## config.mk

```make
export PLATFORM = sky130hd
export DESIGN_NAME = tanh_operand_feeder_flat
export DESIGN_NICKNAME = d
export VERILOG_FILES = /design/src/rtl/tanh_operand_feeder_if.sv /design/src/rtl/tanh_operand_feeder.sv /design/src/flat_wrapper.sv
export SDC_FILE = /design/constraint.sdc
export NUM_CORES = 1
export LEC_CHECK = 0
export CORE_MARGIN = 3
export CORE_UTILIZATION = 52
export DETAILED_ROUTE_END_ITERATION = 8
export GPL_TIMING_DRIVEN = 0
export HOLD_SLACK_MARGIN = 0.12
export PLACE_DENSITY = 0.79
export SLEW_MARGIN = 5
export SYNTH_ARGS = -nofsm -noshare
export SYNTH_HDL_FRONTEND = slang
export SYNTH_SLANG_ARGS = --single-unit
```

## constraint.sdc

```tcl
create_clock -name clock -period 2.5 [get_ports clock]
set_input_delay 0.25 -clock clock [delete_from_list [all_inputs] [get_ports clock]]
set_output_delay 0.25 -clock clock [all_outputs]
set_load 0.02 [all_outputs]
```

## src/rtl/tanh_operand_feeder_if.sv

```systemverilog
// rtl/tanh_operand_feeder_if.sv - host/core handshake bundle for the tanh operand feeder
// err_timeout exists only when FEEDER_TIMEOUT_EN is defined.
interface tanh_operand_feeder_if #(
  parameter int DATA_W = 16,
  parameter int DEPTH  = 4
);
  localparam int LVL_W = $clog2(DEPTH) + 1;

  logic [DATA_W-1:0] in_data;
  logic              in_valid;
  logic              in_ready;
  logic [DATA_W-1:0] core_x;
  logic              core_start;
  logic              core_ready;
  logic [DATA_W-1:0] core_y;
  logic [DATA_W-1:0] out_data;
  logic              out_valid;
  logic              out_ack;
  logic [LVL_W-1:0]  level;
`ifdef FEEDER_TIMEOUT_EN
  logic              err_timeout;
`endif

  // master: host plus core side (drives operands, core result and acks)
  modport master (
    output in_data, in_valid, core_ready, core_y, out_ack,
    input  in_ready, core_x, core_start, out_data, out_valid, level
`ifdef FEEDER_TIMEOUT_EN
    , input err_timeout
`endif
  );

  modport slave (
    input  in_data, in_valid, core_ready, core_y, out_ack,
    output in_ready, core_x, core_start, out_data, out_valid, level
`ifdef FEEDER_TIMEOUT_EN
    , output err_timeout
`endif
  );
endinterface

```

## src/rtl/tanh_operand_feeder.sv

```systemverilog
// rtl/tanh_operand_feeder.sv - operand FIFO and start/ready job sequencer for the tanh core
// Optional FEEDER_TIMEOUT_EN adds a wait-for-core timeout with a sticky err_timeout flag.
module tanh_operand_feeder #(
  parameter int DATA_W         = 16,
  parameter int DEPTH          = 4,
  parameter int START_CYCLES   = 2,
  parameter int TIMEOUT_CYCLES = 1023
) (
  input  logic                 clock,
  input  logic                 reset,
  tanh_operand_feeder_if.slave bus
);
  localparam int PTR_W  = $clog2(DEPTH);
  localparam int LVL_W  = PTR_W + 1;
  localparam int SCNT_W = $clog2(START_CYCLES + 1);

  if (DEPTH < 2 || (DEPTH & (DEPTH - 1)) != 0) begin : g_bad_depth
    $error("DEPTH must be a power of 2 and >= 2");
  end
  if (START_CYCLES < 1) begin : g_bad_start
    $error("START_CYCLES must be >= 1");
  end
  if (TIMEOUT_CYCLES < 1) begin : g_bad_timeout
    $error("TIMEOUT_CYCLES must be >= 1");
  end

  typedef enum logic [2:0] {IDLE, START, WAIT_BUSY, WAIT_DONE, HOLD} state_t;

  logic [DATA_W-1:0] mem_q [DEPTH];
  logic [PTR_W-1:0]  wr_ptr_q, rd_ptr_q;
  logic [LVL_W-1:0]  level_q, level_d;

  state_t            state_q;
  logic [SCNT_W-1:0] scnt_q;
  logic              seen_busy_q;
  logic [DATA_W-1:0] core_x_q;
  logic              core_start_q;
  logic [DATA_W-1:0] out_data_q;
  logic              out_valid_q;

  logic push, pop;

  // both decisions use the registered level, so a pop never frees a slot in the same cycle
  assign push = bus.in_valid && (level_q != LVL_W'(DEPTH));
  assign pop  = (state_q == IDLE) && (level_q != '0) && !out_valid_q;

  always_comb begin
    level_d = level_q;
    case ({push, pop})
      2'b10:   level_d = level_q + LVL_W'(1);
      2'b01:   level_d = level_q - LVL_W'(1);
      default: level_d = level_q;
    endcase
  end

  always_ff @(posedge clock) begin
    if (push) mem_q[wr_ptr_q] <= bus.in_data;
  end

  always_ff @(posedge clock) begin
    if (reset) begin
      wr_ptr_q <= '0;
      rd_ptr_q <= '0;
      level_q  <= '0;
    end else begin
      if (push) wr_ptr_q <= wr_ptr_q + PTR_W'(1);
      if (pop)  rd_ptr_q <= rd_ptr_q + PTR_W'(1);
      level_q <= level_d;
    end
  end

`ifdef FEEDER_TIMEOUT_EN
  localparam int TMO_W = $clog2(TIMEOUT_CYCLES + 1);
  logic [TMO_W-1:0] tmo_q;
  logic             err_q;
  logic             tmo_hit;
  assign tmo_hit = (tmo_q == TMO_W'(TIMEOUT_CYCLES - 1));
  assign bus.err_timeout = err_q;
`endif

  always_ff @(posedge clock) begin
    if (reset) begin
      state_q      <= IDLE;
      scnt_q       <= '0;
      seen_busy_q  <= 1'b0;
      core_x_q     <= '0;
      core_start_q <= 1'b0;
      out_data_q   <= '0;
      out_valid_q  <= 1'b0;
`ifdef FEEDER_TIMEOUT_EN
      tmo_q        <= '0;
      err_q        <= 1'b0;
`endif
    end else begin
      case (state_q)
        IDLE: begin
          if (pop) begin
            core_x_q     <= mem_q[rd_ptr_q];
            core_start_q <= 1'b1;
            scnt_q       <= '0;
            seen_busy_q  <= 1'b0;
            state_q      <= START;
          end
        end
        START: begin
          // the core may drop ready while start is still high; remember it
          if (!bus.core_ready) seen_busy_q <= 1'b1;
          if (scnt_q == SCNT_W'(START_CYCLES - 1)) begin
            core_start_q <= 1'b0;
            state_q      <= (seen_busy_q || !bus.core_ready) ? WAIT_DONE : WAIT_BUSY;
`ifdef FEEDER_TIMEOUT_EN
            tmo_q        <= '0;
`endif
          end else begin
            scnt_q <= scnt_q + SCNT_W'(1);
          end
        end
        WAIT_BUSY: begin
          if (!bus.core_ready) state_q <= WAIT_DONE;
`ifdef FEEDER_TIMEOUT_EN
          if (tmo_hit) begin
            err_q   <= 1'b1;
            state_q <= IDLE;
          end else begin
            tmo_q <= tmo_q + TMO_W'(1);
          end
`endif
        end
        WAIT_DONE: begin
          if (bus.core_ready) begin
            out_data_q  <= bus.core_y;
            out_valid_q <= 1'b1;
            state_q     <= HOLD;
          end
`ifdef FEEDER_TIMEOUT_EN
          else if (tmo_hit) begin
            err_q   <= 1'b1;
            state_q <= IDLE;
          end else begin
            tmo_q <= tmo_q + TMO_W'(1);
          end
`endif
        end
        HOLD: begin
          if (bus.out_ack) begin
            out_valid_q <= 1'b0;
            state_q     <= IDLE;
          end
        end
        default: state_q <= IDLE;
      endcase
    end
  end

  assign bus.in_ready   = (level_q != LVL_W'(DEPTH));
  assign bus.level      = level_q;
  assign bus.core_x     = core_x_q;
  assign bus.core_start = core_start_q;
  assign bus.out_data   = out_data_q;
  assign bus.out_valid  = out_valid_q;
endmodule

```

## src/flat_wrapper.sv

```systemverilog
// flat-port wrapper written by rule: the top's interface ports become plain ports
module tanh_operand_feeder_flat 
#(
  parameter int DATA_W         = 16,
  parameter int DEPTH          = 4,
  parameter int START_CYCLES   = 2,
  parameter int TIMEOUT_CYCLES = 1023
)
  (clock, reset, bus_in_data, bus_in_valid, bus_core_ready, bus_core_y, bus_out_ack, bus_in_ready, bus_core_x, bus_core_start, bus_out_data, bus_out_valid, bus_level);
  tanh_operand_feeder_if #(.DATA_W(DATA_W), .DEPTH(DEPTH)) bus_i ();
  input  logic clock;
  input  logic reset;
  input wire logic [$bits(bus_i.in_data)-1:0] bus_in_data;
  input wire logic [$bits(bus_i.in_valid)-1:0] bus_in_valid;
  input wire logic [$bits(bus_i.core_ready)-1:0] bus_core_ready;
  input wire logic [$bits(bus_i.core_y)-1:0] bus_core_y;
  input wire logic [$bits(bus_i.out_ack)-1:0] bus_out_ack;
  output wire logic [$bits(bus_i.in_ready)-1:0] bus_in_ready;
  output wire logic [$bits(bus_i.core_x)-1:0] bus_core_x;
  output wire logic [$bits(bus_i.core_start)-1:0] bus_core_start;
  output wire logic [$bits(bus_i.out_data)-1:0] bus_out_data;
  output wire logic [$bits(bus_i.out_valid)-1:0] bus_out_valid;
  output wire logic [$bits(bus_i.level)-1:0] bus_level;
  assign bus_i.in_data = bus_in_data;
  assign bus_i.in_valid = bus_in_valid;
  assign bus_i.core_ready = bus_core_ready;
  assign bus_i.core_y = bus_core_y;
  assign bus_i.out_ack = bus_out_ack;
  assign bus_in_ready = bus_i.in_ready;
  assign bus_core_x = bus_i.core_x;
  assign bus_core_start = bus_i.core_start;
  assign bus_out_data = bus_i.out_data;
  assign bus_out_valid = bus_i.out_valid;
  assign bus_level = bus_i.level;
  tanh_operand_feeder #(.DATA_W(DATA_W), .DEPTH(DEPTH), .START_CYCLES(START_CYCLES), .TIMEOUT_CYCLES(TIMEOUT_CYCLES)) u_core (.clock(clock), .reset(reset), .bus(bus_i));
endmodule
```

==> results.json <==
{
  "hold_class": "in2reg",
  "p_sw_share_pct": 32.3,
  "synthTopCellsByArea": "edfxtp_1 45%, dfxtp_1 22%, mux4_2 8.4%, nand2_1 6.4%, a21oi_1 4.6%",
  "core_area_um2": 7850,
  "start_util_pct": 54.4,
  "ys_seq_elements": 111,
  "cts_tree": "built",
  "dieArea_um2": 9330,
  "antenna_left": 0,
  "path_cells": "or3b_4 > and2_1 > inv_1 > ha_1 > inv_1 > fa_1 > xor2_1 > or3_1 > a21oi_1",
  "nets": 455,
  "avgRoutedWirePerCell_um": 15.7,
  "synth.most_common_cell": "nand2_1",
  "cts_max_level": 3,
  "syn_inst": 323,
  "pwr-share-comb_pct": 35.0,
  "min_period_over_period_pct": 95.0,
  "path_max_fanout": 6,
  "drive_above_1_share_pct": 13.2,
  "ys_seq_area_share_pct": 67.1,
  "vdd_drop_max_mv": 0.401,
  "drt_first_pass_iters": 6,
  "critPathMostFrequentCell": "inv_1",
  "placed_area_um2": 5140,
  "yosysTopAreaCell": "edfxtp_1",
  "yosysWarnings": 0,
  "cts-root-buf": "clkbuf_8",
  "rsz0062_at_grt": "false",
  "io_buffers": 74,
  "numCtsBuffers": 9,
  "dp_slack_ns": -0.0562,
  "synth_cell_types": 37,
  "area_growth_pct": 26.1,
  "clock_latency_ns": 0.37,
  "status": "completed",
  "num_rows": 32,
  "drc_errors": 0,
  "drtIter0Drc": 148,
  "finalHoldViolCount": 0,
  "slew_headroom_pct": 35.7,
  "grtUsageTotal_pct": 17.6,
  "vias": 2759,
  "path_clk_slew_ns": 0.11,
  "finalPower_mw": 5.28,
  "cts.sinks": 111,
  "cts_hold_buf": 0,
  "routed_wl_mm": 8.13,
  "fillers": 585,
  "synth_area_per_cell_um2": 13.2,
  "synth_top_area_share_pct": 45.0,
  "grt_max_degree": 20,
  "die_width_um": 96.6,
  "netlist_area_um2": 4270,
  "critPathRequiredTime_ns": 2.80,
  "period_minus_slack_ns": 2.38,
  "cp.arrival_ns": 2.67,
  "grt_pass1_wl_mm": 13.2,
  "fmax_mhz": 421,
  "synth_edf_count": 64,
  "ys.flop_type": "edfxtp_1",
  "synthTopCellsByCount": "73 x nand2_1, 64 x edfxtp_1, 47 x dfxtp_1",
  "fin_skew_ns": 0.0119,
  "pwr_density_cell_nw_per_um2": 981,
  "setup_viol": 0,
  "drv_cap": 0,
  "num_antenna_cells": 0,
  "hpwl_mm": 5.57,
  "p_sw_mw": 1.71,
  "async_reset_ff_share_pct": 0,
  "critPathCaptureType": "flip-flop",
  "fin_util_pct": 68.6,
  "finalInstanceArea_um2": 5380,
  "cp-start-kind": "flip-flop",
  "p_leak_nw": 1.82,
  "syn-num-nets": 367,
  "crit_type": "reg2reg",
  "tightest_slew_ns": 0.965,
  "gp_congestion": 0.785,
  "die-height_um": 96.6,
  "via_per_inst": 5.33,
  "fin_tns_setup_ns": 0,
  "ios": 75,
  "clock_path_buffers": 2,
  "antenna_found_initial": 0,
  "grt_pass1_vias": 2716,
  "slew_violations": 0,
  "clkPwrFrac_pct": 20.7,
  "power.internal_mw": 3.57,
  "slowest_delay_ns": 0.45,
  "overflow": 0,
  "seq_power_share_pct": 44.3,
  "setup_ws_ns": 0.124,
  "crit_path_top_delay_cell": "or3b_4"
}
path summary, 6_finish.rpt:
kind,startpoint,endpoint,slack (ns),cells after the start
setup / recovery,u_core.bus.level[0],u_core.bus.level[2],0.12,9
hold / removal,bus_core_y[0],u_core.bus.out_data[0],0.43,3
setup reg to reg,u_core.bus.level[0],u_core.bus.level[2],0.12,9
hold reg to reg,u_core.bus.out_data[13],u_core.bus.out_data[13],0.46,2
placed cells by master, fill, tap and decap left out, types with 4 or more instances in the layout:
master / instances
nand2_1: 73
inv_1: 7
buf_4: 5
clkdlybuf4s50_1: 74
a21oi_1: 39
mux4_2: 16
nor2_1: 13
clkbuf_8: 9
o21ai_0: 4
clkbuf_1: 5
dfxtp_1: 46
ha_1: 6
buf_6: 5
and3_1: 4
edfxtp_1: 64
through the flow:
stage | instances | hold WS, ns
after global placement | 499 | 0.442
after CTS | 515 | 0.417
after global routing | 518 | 0.417
after floorplan | 323 | 0.349
final | 518 | 0.427
after detailed placement | 499 | 0.447
state kept, by name (all words and copies together), names as in the netlist:
register,flops
u_core.bus.core_start,1
u_core.bus.core_x,16
u_core.bus.level,3
u_core.bus.out_data,16
u_core.bus.out_valid,1
u_core.mem_q,64
u_core.rd_ptr_q,2
u_core.scnt_q,2
u_core.seen_busy_q,1
u_core.state_q,3
u_core.wr_ptr_q,2
kinds of logic after synthesis:
group | synth area share (%)
simple gates | 11.6
flops | 67.1
compound gates | 6.07
buf+inv | 3.17
mux | 8.68
fa+ha+maj | 2.23
xor+xnor | 1.23
worst max-delay path, delay by kind of cell (launching register included):
family | cells | cell delay (ns)
simple gates | 3 | 0.96
compound gates | 1 | 0.14
xor+xnor | 1 | 0.15
flops | 1 | 0.37
buf+inv | 2 | 0.14
fa+ha+maj | 2 | 0.55
per-layer routing:
layer  wire length (um)  up-vias  global-route usage, %
li1                   -     1332                      -
met5                  0        -                      0
met3                341        9                   3.32
met1               3520     1340                   21.9
met2               4170       78                   30.9
met4                110        0                   5.83
power groups by stage:
stage	sequential, mW	combinational, mW	clock [mW]
finish	2.34	1.85	1.09
detailed placement	2.38	1.76	0
floorplan	2.50	1.04	0
global placement	2.37	1.74	0
CTS	2.34	1.80	1.11
global route	2.37	2.00	1.19
what timing repair did:
action / in CTS / in global routing
hold endpoints to repair: 0 / 0
setup endpoints to repair: 1 / 1
buffers inserted: 0 / 3
pin swaps: 0 / 1
gates resized for setup: 3 / 3
final cells by class:
type                       count  area, um2  share of cell area [%]
sequential                   111       2860                    53.2
tap                          102        128                    2.37
buffer                        15        105                    1.95
clock buffer                   9        124                    2.30
clock inverter                 7       81.3                    1.51
timing repair buffer          77        763                    14.2
inverter                       8       37.5                   0.697
multi-input combinational    189       1280                    23.8
Power figures use the tool's default switching activity.
